### config.mk
export PLATFORM = sky130hd
export DESIGN_NAME = fifo_rd_drain
export DESIGN_NICKNAME = d
export VERILOG_FILES = /design/src/rtl/fifo_rd_pkg.sv /design/src/rtl/fifo_rd_skid.sv /design/src/rtl/fifo_rd_drain.sv
export SDC_FILE = /design/constraint.sdc
export NUM_CORES = 1
export LEC_CHECK = 0
export ABC_AREA = 1
export CORE_ASPECT_RATIO = 1.4
export CORE_UTILIZATION = 50
export CTS_BUF_LIST = sky130_fd_sc_hd__clkbuf_16
export DETAILED_ROUTE_END_ITERATION = 8
export PLACE_DENSITY = 0.78
export SYNTH_ARGS = -nofsm -noshare
export SYNTH_HDL_FRONTEND = slang
export SYNTH_SLANG_ARGS = --single-unit
### constraint.sdc
create_clock -name clk -period 2.9 [get_ports clk]
set_input_delay 0.29 -clock clk [delete_from_list [all_inputs] [get_ports clk]]
set_output_delay 0.29 -clock clk [all_outputs]
set_load 0.01 [all_outputs]
### src/rtl/fifo_rd_pkg.sv
// Shared types and defaults for the FIFO reader-side drain controller.
package fifo_rd_pkg;

    localparam int RD_DATA_W     = 8;
    localparam int RD_SKID_DEPTH = 2;

    typedef enum logic [1:0] {IDLE, ACTIVE, DRAIN} rd_state_e;

    typedef logic [RD_DATA_W-1:0] rd_data_t;

endpackage

### src/rtl/fifo_rd_skid.sv
// Small register FIFO holding words captured from the sync FIFO read port.
// Head is always entry 0, so the head output is a plain register.
module fifo_rd_skid
    import fifo_rd_pkg::*;
#(
    parameter int DATA_W = RD_DATA_W,
    parameter int DEPTH  = RD_SKID_DEPTH,
    parameter int CNT_W  = $clog2(DEPTH + 1)
) (
    input  logic              clk,
    input  logic              rst_n,
    input  logic              i_push,
    input  logic [DATA_W-1:0] i_data,
    input  logic              i_pop,
    output logic [DATA_W-1:0] o_head,
    output logic [CNT_W-1:0]  o_cnt,
    output logic              o_ovf
);

    logic [DATA_W-1:0] r_mem [DEPTH];
    logic [CNT_W-1:0]  r_cnt;

    logic             w_full;
    logic             w_pop_ok;
    logic             w_push_ok;
    logic [CNT_W-1:0] w_wr_idx;

    always_comb begin
        w_full    = (r_cnt == CNT_W'(DEPTH));
        w_pop_ok  = i_pop && (r_cnt != '0);
        w_push_ok = i_push && (!w_full || w_pop_ok);
        w_wr_idx  = w_pop_ok ? (r_cnt - CNT_W'(1)) : r_cnt;
    end

    // Shift-down on pop; a same-cycle push lands one slot lower so order holds.
    always_ff @(posedge clk or negedge rst_n) begin
        if (!rst_n) begin
            r_cnt <= '0;
            for (int unsigned i = 0; i < DEPTH; i++) begin
                r_mem[i] <= '0;
            end
        end else begin
            if (w_pop_ok) begin
                for (int unsigned i = 0; i + 1 < DEPTH; i++) begin
                    r_mem[i] <= r_mem[i+1];
                end
            end
            if (w_push_ok) begin
                for (int unsigned i = 0; i < DEPTH; i++) begin
                    if (CNT_W'(i) == w_wr_idx) begin
                        r_mem[i] <= i_data;
                    end
                end
            end
            r_cnt <= r_cnt + CNT_W'(w_push_ok) - CNT_W'(w_pop_ok);
        end
    end

    assign o_head = r_mem[0];
    assign o_cnt  = r_cnt;
    assign o_ovf  = i_push && w_full && !w_pop_ok;

endmodule

### src/rtl/fifo_rd_drain.sv
// Reader-side controller: pops the sync FIFO and re-presents words as a valid/ready stream.
// Define FIFO_RD_STATS_EN to add the pop_cnt / stall_cnt statistics outputs.
module fifo_rd_drain
    import fifo_rd_pkg::*;
#(
    parameter int DATA_W     = RD_DATA_W,
    parameter int SKID_DEPTH = RD_SKID_DEPTH
`ifdef FIFO_RD_STATS_EN
    ,
    parameter int CNT_W      = 16
`endif
) (
    input  logic              clk,
    input  logic              rst_n,
    input  logic              en,
    output logic              pop,
    input  logic [DATA_W-1:0] data_out,
    input  logic              empty,
    input  logic              pop_err_on_empty,
    output logic              m_valid,
    input  logic              m_ready,
    output logic [DATA_W-1:0] m_data,
    output logic              busy,
    output logic              err
`ifdef FIFO_RD_STATS_EN
    ,
    output logic [CNT_W-1:0]  pop_cnt,
    output logic [CNT_W-1:0]  stall_cnt
`endif
);

    localparam int SC_W = $clog2(SKID_DEPTH + 1);
    localparam int OC_W = SC_W + 1;

    rd_state_e       r_state;
    logic            r_busy;
    logic            r_inflight;
    logic            r_err;

    logic [SC_W-1:0] w_skid_cnt;
    logic [OC_W-1:0] w_occ;
    logic            w_xfer;
    logic            w_ovf;

    fifo_rd_skid #(
        .DATA_W (DATA_W),
        .DEPTH  (SKID_DEPTH),
        .CNT_W  (SC_W)
    ) u_skid (
        .clk    (clk),
        .rst_n  (rst_n),
        .i_push (r_inflight),
        .i_data (data_out),
        .i_pop  (w_xfer),
        .o_head (m_data),
        .o_cnt  (w_skid_cnt),
        .o_ovf  (w_ovf)
    );

    assign m_valid = (w_skid_cnt != '0);

    // The word leaving this cycle frees its slot now, which keeps a ready sink at one word per cycle.
    always_comb begin
        w_xfer = m_valid && m_ready;
        w_occ  = OC_W'(w_skid_cnt) + OC_W'(r_inflight);
        pop    = (r_state == ACTIVE) && en && !empty
                 && (w_occ < (OC_W'(SKID_DEPTH) + OC_W'(w_xfer)));
    end

    always_ff @(posedge clk or negedge rst_n) begin
        if (!rst_n) begin
            r_state <= IDLE;
            r_busy  <= 1'b0;
        end else begin
            case (r_state)
                IDLE: begin
                    if (en) begin
                        r_state <= ACTIVE;
                        r_busy  <= 1'b1;
                    end
                end
                ACTIVE: begin
                    if (!en) begin
                        r_state <= DRAIN;
                    end
                end
                DRAIN: begin
                    if (en) begin
                        r_state <= ACTIVE;
                    end else if (!r_inflight && (w_skid_cnt == '0)) begin
                        r_state <= IDLE;
                        r_busy  <= 1'b0;
                    end
                end
                default: begin
                    r_state <= IDLE;
                    r_busy  <= 1'b0;
                end
            endcase
        end
    end

    always_ff @(posedge clk or negedge rst_n) begin
        if (!rst_n) begin
            r_inflight <= 1'b0;
            r_err      <= 1'b0;
        end else begin
            r_inflight <= pop;
            r_err      <= r_err | pop_err_on_empty | w_ovf;
        end
    end

    assign busy = r_busy;
    assign err  = r_err;

`ifdef FIFO_RD_STATS_EN
    logic [CNT_W-1:0] r_pop_cnt;
    logic [CNT_W-1:0] r_stall_cnt;

    always_ff @(posedge clk or negedge rst_n) begin
        if (!rst_n) begin
            r_pop_cnt   <= '0;
            r_stall_cnt <= '0;
        end else begin
            if (pop && (r_pop_cnt != '1)) begin
                r_pop_cnt <= r_pop_cnt + CNT_W'(1);
            end
            if (m_valid && !m_ready && (r_stall_cnt != '1)) begin
                r_stall_cnt <= r_stall_cnt + CNT_W'(1);
            end
        end
    end

    assign pop_cnt   = r_pop_cnt;
    assign stall_cnt = r_stall_cnt;
`endif

endmodule

# --- Word-level counts from Yosys, hierarchy flattened ---
# Cells that the tools add are included.
word_totals:
  register_bits: 23
  input_bits: 14
  elab_cells: 60
classes:
  addsub: 5
  n_lt_le_gt_ge: 1
  eq_ne: 9
  mux: 14
  bitwise_logic: 3
  reduce_logical: 21
ops:
  columns: ["cell", "n"]
  rows:
  - ["two-way mux 8 bit", 3]
  - ["two-way mux 16 bit", 1]
  - ["two-way mux 2 bit", 5]
  - ["logical AND 1 bit", 9]
  - ["!= test 2 bit (second input constant)", 4]
  - ["zero test 2 bit", 3]
  - ["case mux 2 bit (3 select lines)", 1]
  - ["equality test 2 bit (second input constant)", 2]
  - ["zero test 1 bit", 4]
  - ["AND reduction 4 bit", 1]
  - ["adder 2 x 1 -> 3 bit", 1]
  - ["adder 2 x 1 -> 3 bit (first input constant)", 1]
  - ["< comparator 3 bit", 1]
  - ["two-way mux 1 bit", 3]
  - ["!= test 3 bit (second input constant)", 1]
  - ["case mux 1 bit (3 select lines)", 1]
  - ["AND reduction 3 bit", 1]
  - ["adder 2 x 1 -> 2 bit", 1]
  - ["equality test 1 x 2 -> 1 bit (first input constant)", 1]
  - ["equality test 2 x 1 -> 1 bit (second input constant)", 1]
  - ["bitwise OR 1 bit", 2]
  - ["AND reduction 2 bit", 1]
  - ["nonzero test 2 bit", 1]
  - ["subtractor 2 x 1 -> 2 bit", 1]
  - ["other kinds (3)", 3]

# --- Depth between registers and ports, before layout ---
logic_depth:
  ltp_word: 7
  depth_mapped: 12
  mapped_depth_nobuf: 11

# --- Modules after synthesis ---
# A second synthesis with hierarchy kept.
hier_totals:
  hier_cells: 165
  hier_area_um2: 1326.3
by_module_without_submodules:
  columns: ["module", "n_inst", "cells_per_inst", "area_per_inst_um2", "seq_area_each_um2"]
  rows:
  - ["fifo_rd_skid", 1, 129, 1039.7, 450.4]
  - ["fifo_rd_drain", 1, 36, 286.5, 125.1]

# --- Worst setup path after synthesis ---
# Ideal clock, no wire load.
synth_timing:
  path_kind: "flip-flop to flip-flop"
  startpoint: "register u_skid.r_cnt[1], in the netlist u_skid.o_cnt[1]"
  endpoint: "register u_skid.r_mem[0] (netlist bit)"
  setup_ns: 0.123
  arrival_ns: 2.015
  required_ns: 2.777
  path_slack_ns: 0.762
  stages_incl_launch_ff: 12
  path_cell_list: "dfrtp_1 > inv_1 > ha_1 > inv_2 > nand2_4 > clkinv_1 > ha_1 > buf_2 > inv_1 > nand3_4 > o21ai_0 > nand2_1"
synth_via:
  elab_chain_cells: 6
  word_cells_on_any_way: 11
  cone_classes: "1 x add/sub; 2 x eq/ne; 1 x mux; 7 x reduce/logical"
synth_rtl:
  columns: ["element", "line", "text"]
  rows:
  - ["from (decl)", "fifo_rd_skid.sv:21", "logic [CNT_W-1:0] r_cnt;"]
  - ["from (signal assigned)", "fifo_rd_skid.sv:55", "r_cnt <= r_cnt + CNT_W'(w_push_ok) - CNT_W'(w_pop_ok);"]
  - ["nonzero test 2 bit (*)", "fifo_rd_drain.sv:60", "assign m_valid = (w_skid_cnt != '0);"]
  - ["via m_valid", "fifo_rd_drain.sv:20", "output logic m_valid,"]
  - ["logical AND 1 bit", "fifo_rd_drain.sv:64", "w_xfer = m_valid && m_ready;"]
  - ["logical AND 1 bit (*)", "fifo_rd_skid.sv:30", "w_pop_ok = i_pop && (r_cnt != '0);"]
  - ["two-way mux 2 bit or logical OR 1 bit (tied branches)", "fifo_rd_skid.sv:32, fifo_rd_skid.sv:31", null]
  - ["equality test 1 x 2 -> 1 bit or logical AND 1 bit (tied branches)", "fifo_rd_skid.sv:50, fifo_rd_skid.sv:31", null]
  - ["AND reduction 2 bit (no line) (*)", null, null]
  - ["to (signal, indexed assignment)", "fifo_rd_skid.sv:45", "r_mem[i] <= r_mem[i+1];"]
  - ["to (signal, indexed assignment)", "fifo_rd_skid.sv:51", "r_mem[i] <= i_data;"]
  - ["to (decl)", "fifo_rd_skid.sv:20", "logic [DATA_W-1:0] r_mem [DEPTH];"]
# The timed path passes the listed nets; every way through them passes the cells marked *.
# A chain may end at the register's enable or synchronous reset.

# --- Worst setup path after layout ---
layout_timing:
  startpoint: "register u_skid.r_cnt[1], in the netlist u_skid.o_cnt[1]"
  endpoint: "output port pop"
layout_via:
  elab_chain_cells: 5
  word_cells_on_any_way: 6
  cone_classes: "2 x add/sub; 1 x order compare; 3 x reduce/logical"
layout_rtl:
  columns: ["element", "line", "text"]
  rows:
  - ["nonzero test 2 bit", "fifo_rd_drain.sv:60", null]
  - ["logical AND 1 bit", "fifo_rd_drain.sv:64", null]
  - ["adder 2 x 1 -> 3 bit", "fifo_rd_drain.sv:67", "&& (w_occ < (OC_W'(SKID_DEPTH) + OC_W'(w_xfer)));"]
  - ["< comparator 3 bit (*)", "fifo_rd_drain.sv:67", null]
  - ["logical AND 1 bit (*)", "fifo_rd_drain.sv:67", null]
  - ["to (decl)", "fifo_rd_drain.sv:16", "output logic pop,"]
# Every way passes the cells marked *; elsewhere a longest branch is shown, timed or not.

==> impl_results.md <==
- Mean Syn Cell Area: 8.58 sq um
- Run status: finished, final reports clean
- Fin. max-slew vios: 0
- Critical path fanouts, max: 14
- Layout net count: 191
- Longest Clk Path Bufs: 2
- R2r startpoint: u_skid.o_cnt[1]
- Layout filler cell count: 204
- Worst reg2reg path endpoint: u_skid.r_mem[4]
- Yosys reg bits: 23
- Worst slack at placement: 0.402 ns
- Register area share after synthesis: 0.441
- Part of the power in combinational logic: 0.455
- Drt pass-1 iters: 4
- Lkg Pwr: 0.791 nW
- Switching Fraction: 0.409
- Setup crit end kind: output pin
- Final WS setup: 0.352 ns
- Cell Rows: 21
- Final setup fails: 0
- Synth warnings: 0
- Hold Path Class: input port to asynchronous set/reset pin
- IO Pins: 26
- Diode count: 0
- Die area: 2820 sq um
- Net Sw Power: 602 uW
- Area of the mapped netlist: 1300 sq um
- Clock-pin slew on the worst setup and hold paths: 0.06 ns
- Final WL: 2760 um
- Setup total negative slack: 0 ns
- Yosys top cell area share: 0.441
- Post-DP HPWL: 2010 um
- Initial antenna violation count: 0
- Power Dens Cells: 921 nW/um^2
- Max-slew headroom: 0.786
- Arrival time at the worst endpoint: 2.26 ns
- Post-CTS sizing: 0
- Vias in the first global route: 1047
- Routed length per instance: 13.5 um
- Root buffer cell: clkbuf_16
- Crit Path Category: flip-flop to output pin
- Period Utilization, post-route: 0.879
- Post-Syn Instances: 152
- Postcts setup bufs: 0
- Yosys top cell by area: dfrtp_1
- Netlist cell types: 27
- Initial Util: 0.539
- Data required time of the worst path: 2.61 ns
- Startpoint types: flip-flop
- Antenna Nets Post-Route: 0
- Final hold violations: 0
- Clock Power Share: 0.201
- Ratio of cells with drive above 1 in the final layout: 0.0877
- Maxcap violations: 0
- Die height: 62.4 um
- Fin Clk Skew: 0.00670 ns
- Vias: 1080
- RSZ-0062 raised after global routing: false
- CORE AREA: 2420 sq um
- Fin crit period: 2.55 ns
- Path depth of the worst reg2reg path: 10
- Largest cells by area after synthesis: dfrtp_1 44%, nand2_1 16%, ha_1 4.8%
- Synthesis-to-layout area growth: 22.5%
- Overflow after GRT: 0
- GP Congestion: 0.870
- CTS buffer count: 3
- CTS tree: done
- Slew @ Worst Pin: 0.321 ns
- FF-to-FF setup slack: 0.36 ns
- Reg power frac: 0.343
- GRT Overall Usage: 0.227
- # DRC: 0
- FMAX: 392 MHz
- Worst VDD drop: 0.000466 V
- Post-CTS Hold Fix Bufs: 0
- Clock Latency Late Sink: 0.26 ns
- First-pass GRT wire length: 4790 um
- Port bufs: 25
- Horiz. Die Dim: 45.2 um
- Syn nets: 171
- Final Util: 0.660
- Clock Sinks: 23
- Int Power: 869 uW
- Vias per cell: 5.27
- Pin count of the biggest net entering global routing: 24
- Htree depth: 1
- Initial drt markers: 66
## cell usage in the layout, fill, tap and decap left out, types with 2 or more instances in the layout
cell type        Yosys  routed
nand4_1              8       8
a21oi_1              3       3
o21ai_0              7       7
clkdlybuf4s50_1      0      25
inv_1                7       7
nand2_4              4       4
nor2_1               4       4
xor2_1               2       2
dfrtp_1             23      23
o21ai_1             10      10
clkbuf_16            0       3
nand2_1             55      55
ha_1                 5       5
## power by group through the flow
stage                     sequential, mW  combinational, mW  clock [mW]
after global placement             0.504              0.636           0
after floorplan                    0.486              0.530           0
after detailed placement           0.507              0.665           0
after CTS                          0.504              0.672       0.303
after global routing               0.515              0.749       0.315
final                              0.505              0.670       0.296
## worst max-delay path, cell delays in order, from the launching register on
cell and delay (ns):
dfrtp_1 0.49, inv_1 0.10, ha_1 0.21, inv_2 0.10, nand2_4 0.14, or2_1 0.24
a21oi_1 0.16, clkdlybuf4s50_1 0.56
## logic make-up after synthesis
family	Yosys count	synth area share
buffers and inverters	20	0.0931
AOI/OAI and AO/OA	22	0.0950
and+or+nand+nor	79	0.302
DFF	23	0.441
adders and majority gates	5	0.0480
xor gates and xnor gates	3	0.0202
## Yosys cell counts, drive strengths merged
cell / number
a21oi: 4
buf: 11
clkinv: 1
dfrtp: 23
ha: 5
inv: 8
nand2: 60
nand3: 3
nand3b: 1
nand4: 8
nor2: 5
nor3: 1
o211ai: 1
o21ai: 17
or2: 1
xnor2: 1
xor2: 2
## per-stage QoR
| stage | hold slack [ns] | instance area, sq um | std cells | power [mW] |
|---|---|---|---|---|
| floorplan | -0.00559 | 1300 | 152 | 1.02 |
| global placement | 0.452 | 1520 | 201 | 1.14 |
| detailed placement | 0.468 | 1520 | 201 | 1.17 |
| CTS | 0.402 | 1600 | 205 | 1.48 |
| global route | 0.414 | 1600 | 205 | 1.58 |
| finish | 0.386 | 1600 | 205 | 1.47 |
## worst max-delay path by stage
stage                               start         endpoint  slack [ns]  depth (start not counted)
after floorplan           u_skid.o_cnt[1]  u_skid.r_mem[0]        0.76                         11
after global placement            m_ready  u_skid.r_mem[1]        0.53                          8
after detailed placement          m_ready  u_skid.r_mem[1]        0.40                          8
after CTS                 u_skid.o_cnt[1]              pop        0.35                          7
after global routing      u_skid.o_cnt[1]  u_skid.r_mem[1]        0.16                         10
final                     u_skid.o_cnt[1]              pop        0.35                          7
## metal layers
layer | GRT usage | routed length, um | share of wire
met1 | 0.296 | 1090 | 0.40
met2 | 0.380 | 1530 | 0.55
met3 | 0.0260 | 94 | 0.034
met4 | 0.0720 | 44 | 0.016
met5 | 0 | 0 | 0
## final cells by class
class                      instances  area, sq um  share of cell area
clock buffer                       3         75.1              0.0470
clock inverter                     1         5.00             0.00313
inverter                           9         33.8              0.0212
multi-input combinational        109          607               0.380
sequential                        23          576               0.361
tap                               34         42.5              0.0266
timing repair buffer              26          258               0.161
## flip-flops by register name (all words and copies together) (netlist names)
name,flops
err,1
r_inflight,1
u_skid.o_head,8
r_state,2
busy,1
u_skid.o_cnt,2
u_skid.r_mem,8
(Power assumes the default switching activity.)
